## src/rtl/async_arm_pkg.sv

```systemverilog
// Shared definitions for the AsyncARM writeback stage: FSM states,
// srcDst field positions and architectural register constants.
package async_arm_pkg;

  typedef enum logic [2:0] {
    ST_IDLE    = 3'd0,
    ST_REQ     = 3'd1,
    ST_WAIT_IN = 3'd2,
    ST_WR_RN   = 3'd3,
    ST_WAIT_RN = 3'd4,
    ST_WR_RD   = 3'd5,
    ST_WAIT_RD = 3'd6,
    ST_COMMIT  = 3'd7
  } wb_state_t;

  localparam int RD_LSB     = 12;
  localparam int RN_LSB     = 16;
  localparam int RD_WEN_BIT = 31;

  // r15 is written through the ordinary regbank path; kept here for users
  localparam logic [3:0] REG_PC = 4'd15;

  // Extract a 4-bit register specifier starting at bit position lsb
  function automatic logic [3:0] reg_field(input logic [31:0] word, input int lsb);
    return word[lsb +: 4];
  endfunction

endpackage

```

## src/rtl/writeback_ready_sync.sv

```systemverilog
// Synchronizer for a self-timed ready level plus completion detection.
// done pulses for one cycle on a rising synchronized ready, but only if a
// low level has been observed since the last clear (i.e. since the request
// toggle), so a ready left high from the previous transfer never counts.
module ready_sync #(
  parameter int SYNC_STAGES = 2
) (
  input  logic clk,
  input  logic reset,
  input  logic i_ready,
  input  logic i_clear,
  output logic o_done
);

  logic [SYNC_STAGES-1:0] r_sync;
  logic                   r_prev;
  logic                   r_low_seen;
  logic                   w_sync;

  assign w_sync = r_sync[SYNC_STAGES-1];
  assign o_done = w_sync & ~r_prev & r_low_seen;

  // Shift ready through the synchronizer and track low-after-request
  always_ff @(posedge clk or negedge reset) begin
    if (!reset) begin
      r_sync     <= '0;
      r_prev     <= 1'b0;
      r_low_seen <= 1'b0;
    end else begin
      r_sync <= {r_sync[SYNC_STAGES-2:0], i_ready};
      r_prev <= w_sync;
      if (i_clear) begin
        r_low_seen <= 1'b0;
      end else if (!w_sync) begin
        r_low_seen <= 1'b1;
      end else begin
        r_low_seen <= r_low_seen;
      end
    end
  end

endmodule

```

## src/rtl/writeback.sv

```systemverilog
// AsyncARM writeback stage: fetches one result token from memory via a
// toggle handshake, writes Rn (base update) then Rd into regbank, and
// commits the CPSR and the retired-instruction count.
module writeback
  import async_arm_pkg::*;
#(
  parameter int SYNC_STAGES = 2,
  parameter int CNT_W       = 16
) (
  input  logic             clk,
  input  logic             reset,
  input  logic [31:0]      dataIn1,
  input  logic [31:0]      dataIn2,
  input  logic [31:0]      cpsrIn,
  input  logic [31:0]      srcDstIn,
  input  logic             wIn,
  input  logic             readyIn,
  output logic             triggerOut,
  output logic             triggerOutRB,
  output logic [3:0]       addrOutRB,
  output logic [31:0]      dataOutRB,
  input  logic             readyInRB,
  output logic [31:0]      cpsrOut,
  output logic [CNT_W-1:0] retired,
  output logic             busy
);

  wb_state_t        r_state;
  wb_state_t        w_next;

  logic             r_trig;
  logic             r_trig_rb;
  logic [3:0]       r_addr;
  logic [31:0]      r_data;
  logic [31:0]      r_cpsr_out;
  logic [CNT_W-1:0] r_retired;

  // Holding registers for the captured token
  logic [31:0]      r_d1;
  logic [31:0]      r_d2;
  logic [31:0]      r_cpsr_h;
  logic [3:0]       r_rd;
  logic [3:0]       r_rn;
  logic             r_rd_wen;

  logic             w_done_in;
  logic             w_done_rb;
  logic             w_clr_in;
  logic             w_clr_rb;
  logic             w_unused_src;

  // Only Rd, Rn and the Rd enable are meaningful in srcDstIn
  assign w_unused_src = ^{srcDstIn[30:20], srcDstIn[11:0]};

  // Each request toggle restarts low-seen tracking on its handshake port
  assign w_clr_in = (r_state == ST_REQ);
  assign w_clr_rb = (r_state == ST_WR_RN) || (r_state == ST_WR_RD);

  ready_sync #(.SYNC_STAGES(SYNC_STAGES)) u_sync_in (
    .clk     (clk),
    .reset   (reset),
    .i_ready (readyIn),
    .i_clear (w_clr_in),
    .o_done  (w_done_in)
  );

  ready_sync #(.SYNC_STAGES(SYNC_STAGES)) u_sync_rb (
    .clk     (clk),
    .reset   (reset),
    .i_ready (readyInRB),
    .i_clear (w_clr_rb),
    .o_done  (w_done_rb)
  );

  // State register
  always_ff @(posedge clk or negedge reset) begin
    if (!reset) begin
      r_state <= ST_IDLE;
    end else begin
      r_state <= w_next;
    end
  end

  // Next-state decode; Rn is always written before Rd
  always_comb begin
    w_next = r_state;
    case (r_state)
      ST_IDLE:    w_next = ST_REQ;
      ST_REQ:     w_next = ST_WAIT_IN;
      ST_WAIT_IN: begin
        if (w_done_in) begin
          if (wIn) begin
            w_next = ST_WR_RN;
          end else if (srcDstIn[RD_WEN_BIT]) begin
            w_next = ST_WR_RD;
          end else begin
            w_next = ST_COMMIT;
          end
        end else begin
          w_next = ST_WAIT_IN;
        end
      end
      ST_WR_RN:   w_next = ST_WAIT_RN;
      ST_WAIT_RN: begin
        if (w_done_rb) begin
          if (r_rd_wen) begin
            w_next = ST_WR_RD;
          end else begin
            w_next = ST_COMMIT;
          end
        end else begin
          w_next = ST_WAIT_RN;
        end
      end
      ST_WR_RD:   w_next = ST_WAIT_RD;
      ST_WAIT_RD: begin
        if (w_done_rb) begin
          w_next = ST_COMMIT;
        end else begin
          w_next = ST_WAIT_RD;
        end
      end
      ST_COMMIT:  w_next = ST_REQ;
      default:    w_next = ST_IDLE;
    endcase
  end

  // Token capture, regbank request issue and commit datapath
  always_ff @(posedge clk or negedge reset) begin
    if (!reset) begin
      r_trig     <= 1'b0;
      r_trig_rb  <= 1'b0;
      r_addr     <= 4'd0;
      r_data     <= 32'd0;
      r_cpsr_out <= 32'd0;
      r_retired  <= '0;
      r_d1       <= 32'd0;
      r_d2       <= 32'd0;
      r_cpsr_h   <= 32'd0;
      r_rd       <= 4'd0;
      r_rn       <= 4'd0;
      r_rd_wen   <= 1'b0;
    end else begin
      case (r_state)
        ST_REQ: begin
          r_trig <= ~r_trig;
        end
        ST_WAIT_IN: begin
          if (w_done_in) begin
            r_d1     <= dataIn1;
            r_d2     <= dataIn2;
            r_cpsr_h <= cpsrIn;
            r_rd     <= reg_field(srcDstIn, RD_LSB);
            r_rn     <= reg_field(srcDstIn, RN_LSB);
            r_rd_wen <= srcDstIn[RD_WEN_BIT];
          end
        end
        ST_WR_RN: begin
          r_addr    <= r_rn;
          r_data    <= r_d2;
          r_trig_rb <= ~r_trig_rb;
        end
        ST_WR_RD: begin
          r_addr    <= r_rd;
          r_data    <= r_d1;
          r_trig_rb <= ~r_trig_rb;
        end
        ST_COMMIT: begin
          r_cpsr_out <= r_cpsr_h;
          r_retired  <= r_retired + {{(CNT_W-1){1'b0}}, 1'b1};
        end
        default: begin
        end
      endcase
    end
  end

  assign triggerOut   = r_trig;
  assign triggerOutRB = r_trig_rb;
  assign addrOutRB    = r_addr;
  assign dataOutRB    = r_data;
  assign cpsrOut      = r_cpsr_out;
  assign retired      = r_retired;
  assign busy         = (r_state != ST_IDLE);

endmodule

```

## config.mk

```make
export PLATFORM = sky130hd
export DESIGN_NAME = writeback
export DESIGN_NICKNAME = d
export VERILOG_FILES = /design/src/rtl/async_arm_pkg.sv /design/src/rtl/writeback_ready_sync.sv /design/src/rtl/writeback.sv
export SDC_FILE = /design/constraint.sdc
export NUM_CORES = 1
export LEC_CHECK = 0
export ABC_CLOCK_PERIOD_IN_PS = 1900
export BUFFER_PORTS_ARGS = -buffer_cell sky130_fd_sc_hd__buf_2
export CORE_AREA = 4 4 130 132
export CTS_CLUSTER_SIZE = 28
export DETAILED_ROUTE_END_ITERATION = 7
export DIE_AREA = 0 0 134 136
export PLACE_DENSITY_LB_ADDON = 0.3
export SETUP_SLACK_MARGIN = 0.05
export SLEW_MARGIN = 20
export SYNTH_ARGS = -nofsm -noshare
export SYNTH_HDL_FRONTEND = slang
export SYNTH_SLANG_ARGS = --single-unit
export TNS_END_PERCENT = 30
```

## constraint.sdc

```tcl
create_clock -name clk -period 1.9 [get_ports clk]
set_input_delay 0.095 -clock clk [delete_from_list [all_inputs] [get_ports clk]]
set_output_delay 0.095 -clock clk [all_outputs]
set_load 0.005 [all_outputs]
```

==> run_results.csv, run 1 <==
group,metric,value,unit
critical_path,critPathArrivalTime,2.09,ns
global_routing,grt_remaining_overflow,0,
placed_design,placed_cells,1017,
sta,finalSetupTns,0,ns
placed_design,dp_worst_setup_slack,0.274,ns
yosys,syn_inst,618,
die,die_h,136,microns
clock_network,cts.sinks,202,
sta,setup_ws,0.224,ns
sta,finalHoldViolCount,0,
layout,final_cell_mix,"dfrtp_1, buf_2, nand2_1, dlygate4sd3_1, mux2_2",
power,power_density,1520,nW/um^2
layout,n_antenna_cell,0,
power,vdd_drop_max,984,uV
min_path,holdCritPathClass,"in -> async",
global_routing,grt_pass1_vias,6508,
clock_network,numCtsBuffers,22,
clock_network,h-tree-depth,1,
sta,post-route-min-period,1.68,ns
routing,drt_wl_total,20500,microns
critical_path,cp-start-kind,"register",
routing,drtIter0Drc,216,
flow_run,cap_violations,0,
routing,vias,5872,
routing,first_pass_iters,4,
placed_design,port_buffers,196,
layout,layout.cells.non_filler,1163,
routing,wl_per_cell,17.6,microns
critical_path,crit_fanout,12,
clock_network,cts_tree,"yes",
clock_network,clkTransAtPathRegs,0.06,ns
yosys,yosys_most_used_dff,"dfrtp_1",
routing,remaining_drc_errors,0,
clock_network,worstSkewPairLatency,0.50,ns
yosys,synth_edf_count,0,
yosys,avgSynthCellArea,13.0,sq um
power,leakagePower,5.79,nW
sta,slew_violations,0,
sta,holdWs,0.177,ns
layout,fin_area,11300,sq um
sta,rsz0062_at_grt,"false",
yosys,synth_nets,752,
critical_path,cp_cell_sequence,"nand3_2 > or2_1 > nor3_1 > xor2_1",
sta,tightest_slew,0.561,ns
yosys,ys_warn_count,0,
global_routing,antenna_found_initial,0,
global_routing,grt_usage,0.228,
routing,ant_nets,0,
die,initial_core_util,0.512,
yosys,synth.distinct_cells,33,
layout,utilization,0.717,
critical_path,crit_start,"r_state[1]",
layout,drive_above_1_share,0.378,
sta,slew_headroom,0.626,
sta,clock_skew,0.0132,ns
run_status,outcome,"finished, final reports clean",
clock_network,cts_resized,0,
die,coreArea,15700,sq um
global_routing,grt_max_degree,69,
sta,setup_violations,0,
yosys,ys_ff_latch,202,
layout,syn_to_final_growth,40.0,%
critical_path,r2r-start,"r_state[1]",
critical_path,critPathKind,"reg -> reg",
clock_network,clockBufferDepth,3,
die,io_pins,220,
placed_design,routabilityCongestion,0.811,
die,die_w,134,microns
critical_path,slowest_stage,"dfrtp_1",
yosys,synth_area,8040,sq um
placed_design,post-dp-hpwl,12300,microns
die,rows,46,
sta,post-route-period-util,0.882,
yosys,async_reset_ff_frac,1.00,
sta,timing.fmax,0.597,GHz
critical_path,crit_path_max_incr_delay,0.54,ns
placed_design,place_area,9390,sq um
routing,vias_per_cell,5.05,
yosys,yosysSeqAreaShare,0.629,
critical_path,cp.required,2.32,ns
layout,final_common_cell,"dfrtp_1",
critical_path,critPathCaptureType,"register",
die,die_area,18200,sq um
global_routing,grt_pass1_wl,33400,microns
power,finalPower,17.1,mW
layout,layout.nets,1068,
clock_network,cts-root-buf,"clkbuf_16",
==> layout make-up <==
| type | instances | area [sq um] |
|---|---|---|
| clock buffers | 28 | 593 |
| clock inverters | 9 | 181 |
| fillers | 1034 | 4450 |
| inverters | 3 | 11.3 |
| multi-input cells | 379 | 2780 |
| flip-flops and latches | 202 | 5050 |
| well taps | 216 | 270 |
| repair buffers | 326 | 2360 |
==> per-layer routing <==
| layer | vias up | part of all wire | wire length, microns | track usage |
|---|---|---|---|---|
| met5 | - | 0 | 0 | 0 |
| li1 | 2709 | - | - | - |
| met2 | 216 | 0.51 | 10400 | 0.399 |
| met3 | 39 | 0.074 | 1510 | 0.0559 |
| met1 | 2908 | 0.39 | 8060 | 0.280 |
| met4 | 0 | 0.026 | 534 | 0.0726 |
==> cell usage after synthesis, drive strengths merged, types with 4 or more instances <==
library cell	n	area share
nand2	144	0.067
mux2	105	0.16
nand3b	5	0.0047
nand3	6	0.0044
dfrtp	202	0.63
buf	21	0.018
o21ai	35	0.022
xnor2	14	0.015
nor3	4	0.0039
nor2	5	0.0023
mux2i	35	0.044
and3	4	0.0031
clkbuf	13	0.0061
==> timing repair <==
action	in CTS	in global routing
hold buffers	109	0
buffers inserted	0	0
endpoints found under the hold margin	170	0
==> registers in the layout, indices dropped and copies added, names as in the netlist, 2 cells and up <==
| name | count |
|---|---|
| retired | 16 |
| r_d2 | 32 |
| u_sync_rb.r_sync | 2 |
| r_rn | 4 |
| r_rd | 4 |
| r_state | 3 |
| dataOutRB | 32 |
| r_d1 | 32 |
| cpsrOut | 32 |
| addrOutRB | 4 |
| u_sync_in.r_sync | 2 |
| r_cpsr_h | 32 |
==> power by group <==
part | internal [mW] | switching (mW) | total [mW]
combinational | 2.78 | 2.34 | 5.12
sequential | 6.27 | 1.17 | 7.45
clock | 2.88 | 1.65 | 4.53
==> critical path: cells and delay by family, from the launching register on <==
kind / cells / cell delay (ns)
simple gates: 3 / 0.86
xor+xnor: 1 / 0.19
flops: 1 / 0.54
==> path summary, 6_finish.rpt <==
path	end	slack [ns]	cells after the start
max	retired[9]	0.22	4
min	r_d1[21]	0.18	2
max reg2reg	retired[9]	0.22	4
min reg2reg	u_sync_rb.r_sync[1]	0.35	0
max in group asynchronous	cpsrOut[13]	1.05	3
min in group clk	u_sync_in.r_sync[0]	0.23	2
==> cells by family (layout without fill, tap and decap cells) <==
family                   after synthesis  after routing  synth area share
AO/OA/AOI/OAI                         43             43            0.0285
XOR/XNOR                              17             17            0.0185
adder cells (fa/ha/maj)                1              1           0.00156
flip-flops                           202            202             0.629
buffers and inverters                 37            366            0.0254
multiplexers                         140            140             0.204
AND/OR/NAND/NOR                      178            178            0.0940
Note: power is estimated with default switching activity, not from simulation.
==> inputs of run 2 (changes only) <==
--- a/config.mk
+++ b/config.mk
@@ -14,2 +14,3 @@
 export PLACE_DENSITY_LB_ADDON = 0.3
+export REMOVE_ABC_BUFFERS = 1
 export SETUP_SLACK_MARGIN = 0.05
==> constraint.sdc (replaced) <==
create_clock -name clk -period 1.9 [get_ports clk]
set_input_delay 0.19 -clock clk [delete_from_list [all_inputs] [get_ports clk]]
set_output_delay 0.19 -clock clk [all_outputs]
set_load 0.005 [all_outputs]
==> run 2 against run 1 <==
Flip-flop and latch count is the same. Sequential share of layout area up 0.30 points. Die area unchanged. Critical path type is now reg -> out. Critical endpoint is now busy. Largest power group unchanged.
==> run_results.csv, run 2 (synthesis gave the netlist of run 1 again) <==
group,metric,value,unit
run_status,outcome,"finished, final reports clean",
sta,slew_headroom,0.668,
clock_network,numCtsBuffers,22,
critical_path,cp.required,1.71,ns
sta,clock_skew,0.00940,ns
critical_path,cp_cell_sequence,"buf_4 > or3_1 > buf_2",
routing,vias,5853,
critical_path,worstReg2RegEnd,"retired[15]",
sta,setup_violations,0,
die,coreArea,15700,sq um
critical_path,critPathCapture,"busy",
critical_path,cp-start-kind,"register",
sta,finalHoldViolCount,0,
global_routing,grt_remaining_overflow,0,
critical_path,crit_buf_inv,2,
critical_path,rrSetupSlack,0.26,ns
layout,layout.nets,1064,
clock_network,cts.sinks,202,
critical_path,critPathCaptureType,"output pin",
routing,ant_nets,0,
layout,drive_above_1_share,0.380,
critical_path,critPathArrivalTime,1.57,ns
global_routing,grt_usage,0.223,
routing,first_pass_iters,6,
power,finalPower,16.7,mW
routing,remaining_drc_errors,0,
sta,timing.fmax,0.567,GHz
clock_network,cts_tree,"yes",
clock_network,clockBufferDepth,3,
critical_path,crit_fanout,8,
critical_path,crit_path_max_incr_delay,0.41,ns
global_routing,antenna_found_initial,0,
routing,drtIter0Drc,246,
sta,setup_ws,0.135,ns
critical_path,reg2reg_depth,4,
global_routing,grt_pass1_wl,32700,microns
global_routing,grt_pass1_vias,6536,
min_path,holdCritPathClass,"in -> async",
critical_path,r2r-start,"retired[3]",
routing,drt_wl_total,20100,microns
die,die_h,136,microns
clock_network,h-tree-depth,1,
layout,syn_to_final_growth,39.1,%
critical_path,crit_start,"r_state[0]",
die,io_pins,220,
placed_design,post-dp-hpwl,12100,microns
critical_path,crit_cells,3,
power,swShare,0.307,
power,leakagePower,5.75,nW
sta,rsz0062_at_grt,"false",
die,die_w,134,microns
placed_design,routabilityCongestion,0.784,
power,clock_power_share,0.251,
clock_network,clkTransAtPathRegs,0.06,ns
power,internal_power,11.6,mW
layout,layout.cells.non_filler,1163,
sta,slew_violations,0,
routing,vias_per_cell,5.03,
flow_run,cap_violations,0,
sta,tightest_slew,0.494,ns
power,combPwrFrac,0.305,
placed_design,dp_worst_setup_slack,0.271,ns
critical_path,critPathKind,"reg -> out",
critical_path,crit_family,"flip-flops",
die,rows,46,
clock_network,cts-root-buf,"clkbuf_16",
sta,post-route-period-util,0.929,
placed_design,port_buffers,196,
routing,wl_per_cell,17.3,microns
die,die_area,18200,sq um
sta,post-route-min-period,1.76,ns
die,initial_core_util,0.512,
power,vdd_drop_max,1010,uV
critical_path,slowest_stage,"dfrtp_2",
layout,final_cell_mix,"dfrtp_1, buf_2, nand2_1, dlygate4sd3_1, mux2_2",
layout,final_common_cell,"dfrtp_1",
layout,fill_cells,1098,
clock_network,worstSkewPairLatency,0.50,ns
power,p_seq_frac,0.443,
placed_design,placed_cells,1012,
global_routing,grt_max_degree,57,
power,power.switching,5.13,mW
power,power_density,1490,nW/um^2
==> run 2: worst min-delay path by stage <==
stage               startpoint           end  cells past startpoint
detailed placement       reset   r_cpsr_h[4]                      1
global placement         reset   cpsrOut[12]                      1
floorplan                reset  addrOutRB[0]                      0
global route             reset   r_cpsr_h[6]                      2
finish                   reset   cpsrOut[30]                      2
CTS                      reset   r_cpsr_h[6]                      2
==> run 2: final cells by class <==
| type | instances | area (sq um) | area share |
|---|---|---|---|
| Antenna cell | 2 | 5.00 | 0.000447 |
| Clock buffer | 30 | 652 | 0.0583 |
| Clock inverter | 9 | 75.1 | 0.00671 |
| Inverter | 3 | 11.3 | 0.00101 |
| Multi-Input combinational cell | 379 | 2780 | 0.249 |
| Sequential cell | 202 | 5060 | 0.452 |
| Tap cell | 216 | 270 | 0.0242 |
| Timing Repair Buffer | 322 | 2330 | 0.209 |
==> run 2: timing repair <==
action	CTS	global route
buffers inserted	0	1
resized for setup	0	1
setup endpoints to repair	0	1
hold buffers	109	0
hold endpoints to repair	160	0
==> run 2: per-stage QoR <==
| stage | area (sq um) | util | TNS, ns | hold slack [ns] |
|---|---|---|---|---|
| CTS | 11200 | 0.711 | 0 | 0.240 |
| global route | 11200 | 0.712 | 0 | 0.294 |
| floorplan | 7850 | - | -323.79 | -0.106 |
| detailed placement | 9360 | 0.595 | 0 | 0.198 |
| global placement | 9360 | 0.595 | 0 | 0.188 |
| finish | 11200 | 0.712 | 0 | 0.250 |
==> run 2: power groups by stage <==
stage	Combinational [mW]	Sequential (mW)	Clock, mW
detailed placement	4.86	7.41	0
finish	5.10	7.41	4.20
CTS	5.09	7.36	4.30
global placement	4.60	7.25	0
global route	5.66	7.62	4.49
floorplan	3.03	7.26	0
==> run 2: layer usage <==
layer,routed length [microns],vias up,track usage,part of all wire
li1,-,2707,-,-
met1,7450,2905,0.252,0.37
met2,10900,177,0.414,0.54
met3,890,64,0.0396,0.044
met4,797,0,0.101,0.040
met5,0,-,0,0
==> inputs of run 3 (changes only) <==
- CORE_AREA: 4 4 130 132 -> 2 2 128 130
- DIE_AREA: 0 0 134 136 -> 0 0 130 132
- REMOVE_ABC_BUFFERS: 1 -> unset
==> run 3 against run 2 <==
Design area increased by 0.84%. Global-route usage rose by 0.56 points. Clock power is 7.4% higher. Sequential power about the same. Maximum frequency rose by 1.8%. Total power is 2.1% higher.
==> run_results.csv, run 3 (synthesis gave the netlist of run 1 again) <==
group,metric,value,unit
sta,setup_violations,0,
critical_path,cp-start-kind,"register",
die,die_h,132,microns
sta,holdWs,0.225,ns
routing,ant_nets,0,
layout,fin_area,11300,sq um
critical_path,worstReg2RegEnd,"dataOutRB[26]",
flow_run,cap_violations,0,
run_status,outcome,"finished, final reports clean",
sta,finalSetupTns,0,ns
layout,final_cell_mix,"dfrtp_1, buf_2, nand2_1, dlygate4sd3_1, mux2_2",
die,initial_core_util,0.512,
clock_network,cts_tree,"yes",
clock_network,cts-root-buf,"clkbuf_16",
routing,vias_per_cell,5.04,
critical_path,crit_fanout,35,
critical_path,rrSetupSlack,0.17,ns
layout,layout.nets,1068,
routing,wl_per_cell,17.0,microns
critical_path,critPathArrivalTime,2.08,ns
sta,finalHoldViolCount,0,
layout,final_common_cell,"dfrtp_1",
placed_design,port_buffers,196,
clock_network,worstSkewPairLatency,0.49,ns
layout,utilization,0.718,
sta,post-route-period-util,0.913,
global_routing,grt_max_degree,71,
global_routing,antenna_found_initial,0,
power,vdd_drop_max,906,uV
critical_path,critPathKind,"reg -> reg",
placed_design,dp_worst_setup_slack,0.195,ns
global_routing,grt_remaining_overflow,0,
layout,syn_to_final_growth,40.3,%
die,die_area,17200,sq um
die,rows,46,
sta,tightest_slew,0.482,ns
sta,timing.fmax,0.577,GHz
sta,rsz0062_at_grt,"false",
global_routing,grt_usage,0.229,
sta,setup_ws,0.166,ns
placed_design,routabilityCongestion,0.757,
routing,remaining_drc_errors,0,
routing,vias,5869,
sta,clock_skew,0.0114,ns
power,leakagePower,5.81,nW
routing,first_pass_iters,4,
min_path,holdCritPathClass,"in -> async",
power,power_density,1510,nW/um^2
clock_network,numCtsBuffers,22,
placed_design,post-dp-hpwl,11800,microns
critical_path,critPathCaptureType,"register",
die,die_w,130,microns
die,coreArea,15700,sq um
sta,slew_violations,0,
placed_design,place_area,9380,sq um
routing,drtIter0Drc,205,
clock_network,cts.sinks,202,
global_routing,grt_pass1_wl,31800,microns
global_routing,grt_pass1_vias,6529,
layout,drive_above_1_share,0.380,
critical_path,cp.required,2.25,ns
sta,post-route-min-period,1.73,ns
clock_network,clockBufferDepth,3,
sta,slew_headroom,0.679,
routing,drt_wl_total,19800,microns
clock_network,h-tree-depth,1,
layout,n_antenna_cell,0,
critical_path,reg2reg_depth,6,
clock_network,clkTransAtPathRegs,0.06,ns
die,io_pins,220,
critical_path,r2r-start,"r_state[2]",
run 3: changes by cell type in the layout (fill, tap and decap cells not counted), sizes merged:
cell / before / now
bufinv: 1 / 3
diode: 2 / 0
clkbuf: 31 / 36
buf: 212 / 215
clkinv: 6 / 2
clkinvlp: 2 / 0
run 3: timing repair:
action	CTS	global route
endpoints found under the setup margin	0	2
endpoints found under the hold margin	158	0
buffers inserted	0	1
gates resized for setup	0	2
hold buffers	109	0
run 3: layer usage:
metal,up-vias,share of wire,GRT usage
met5,-,0,0
li1,2717,-,-
met2,188,0.49,0.398
met1,2932,0.42,0.278
met3,32,0.071,0.0662
met4,0,0.018,0.0597
run 3: worst max path at each step:
stage | startpoint | to | slack, ns | cells after the start
after global routing | r_state[2] | dataOutRB[26] | 0.08 | 6
final | r_state[2] | dataOutRB[26] | 0.17 | 6
after CTS | r_state[2] | dataOutRB[26] | 0.17 | 5
after floorplan | r_state[2] | r_d1[10] | 0.30 | 7
after global placement | r_state[2] | r_d1[29] | 0.29 | 5
after detailed placement | r_state[2] | addrOutRB[3] | 0.20 | 5
run 3: metrics by stage:
| step | std cells | power, mW |
|---|---|---|
| final | 1165 | 17.1 |
| after global routing | 1165 | 18.1 |
| after CTS | 1163 | 17.0 |
| after detailed placement | 1015 | 12.2 |
| after global placement | 1015 | 11.8 |
| after floorplan | 618 | 10.3 |
run 3: final cells by class:
type | count | area [sq um]
clock inverter | 5 | 100
inverter | 3 | 11.3
clock buffer | 34 | 687
multi-input combinational | 379 | 2780
tap | 216 | 270
timing repair buffer | 326 | 2370
fill | 1022 | 4430
sequential | 202 | 5060
run 3: where the power goes:
part           internal [mW]  switching [mW]  total [mW]
combinational           2.79            2.34        5.13
clock                   2.88            1.63        4.51
sequential              6.28            1.14        7.42
run 3: critical path: stages (launching register included):
cell and delay, ns:
dfrtp_1 0.41, buf_4 0.18, nor2_1 0.23, nand3b_1 0.15, buf_4 0.16, buf_6 0.28
o21ai_0 0.17
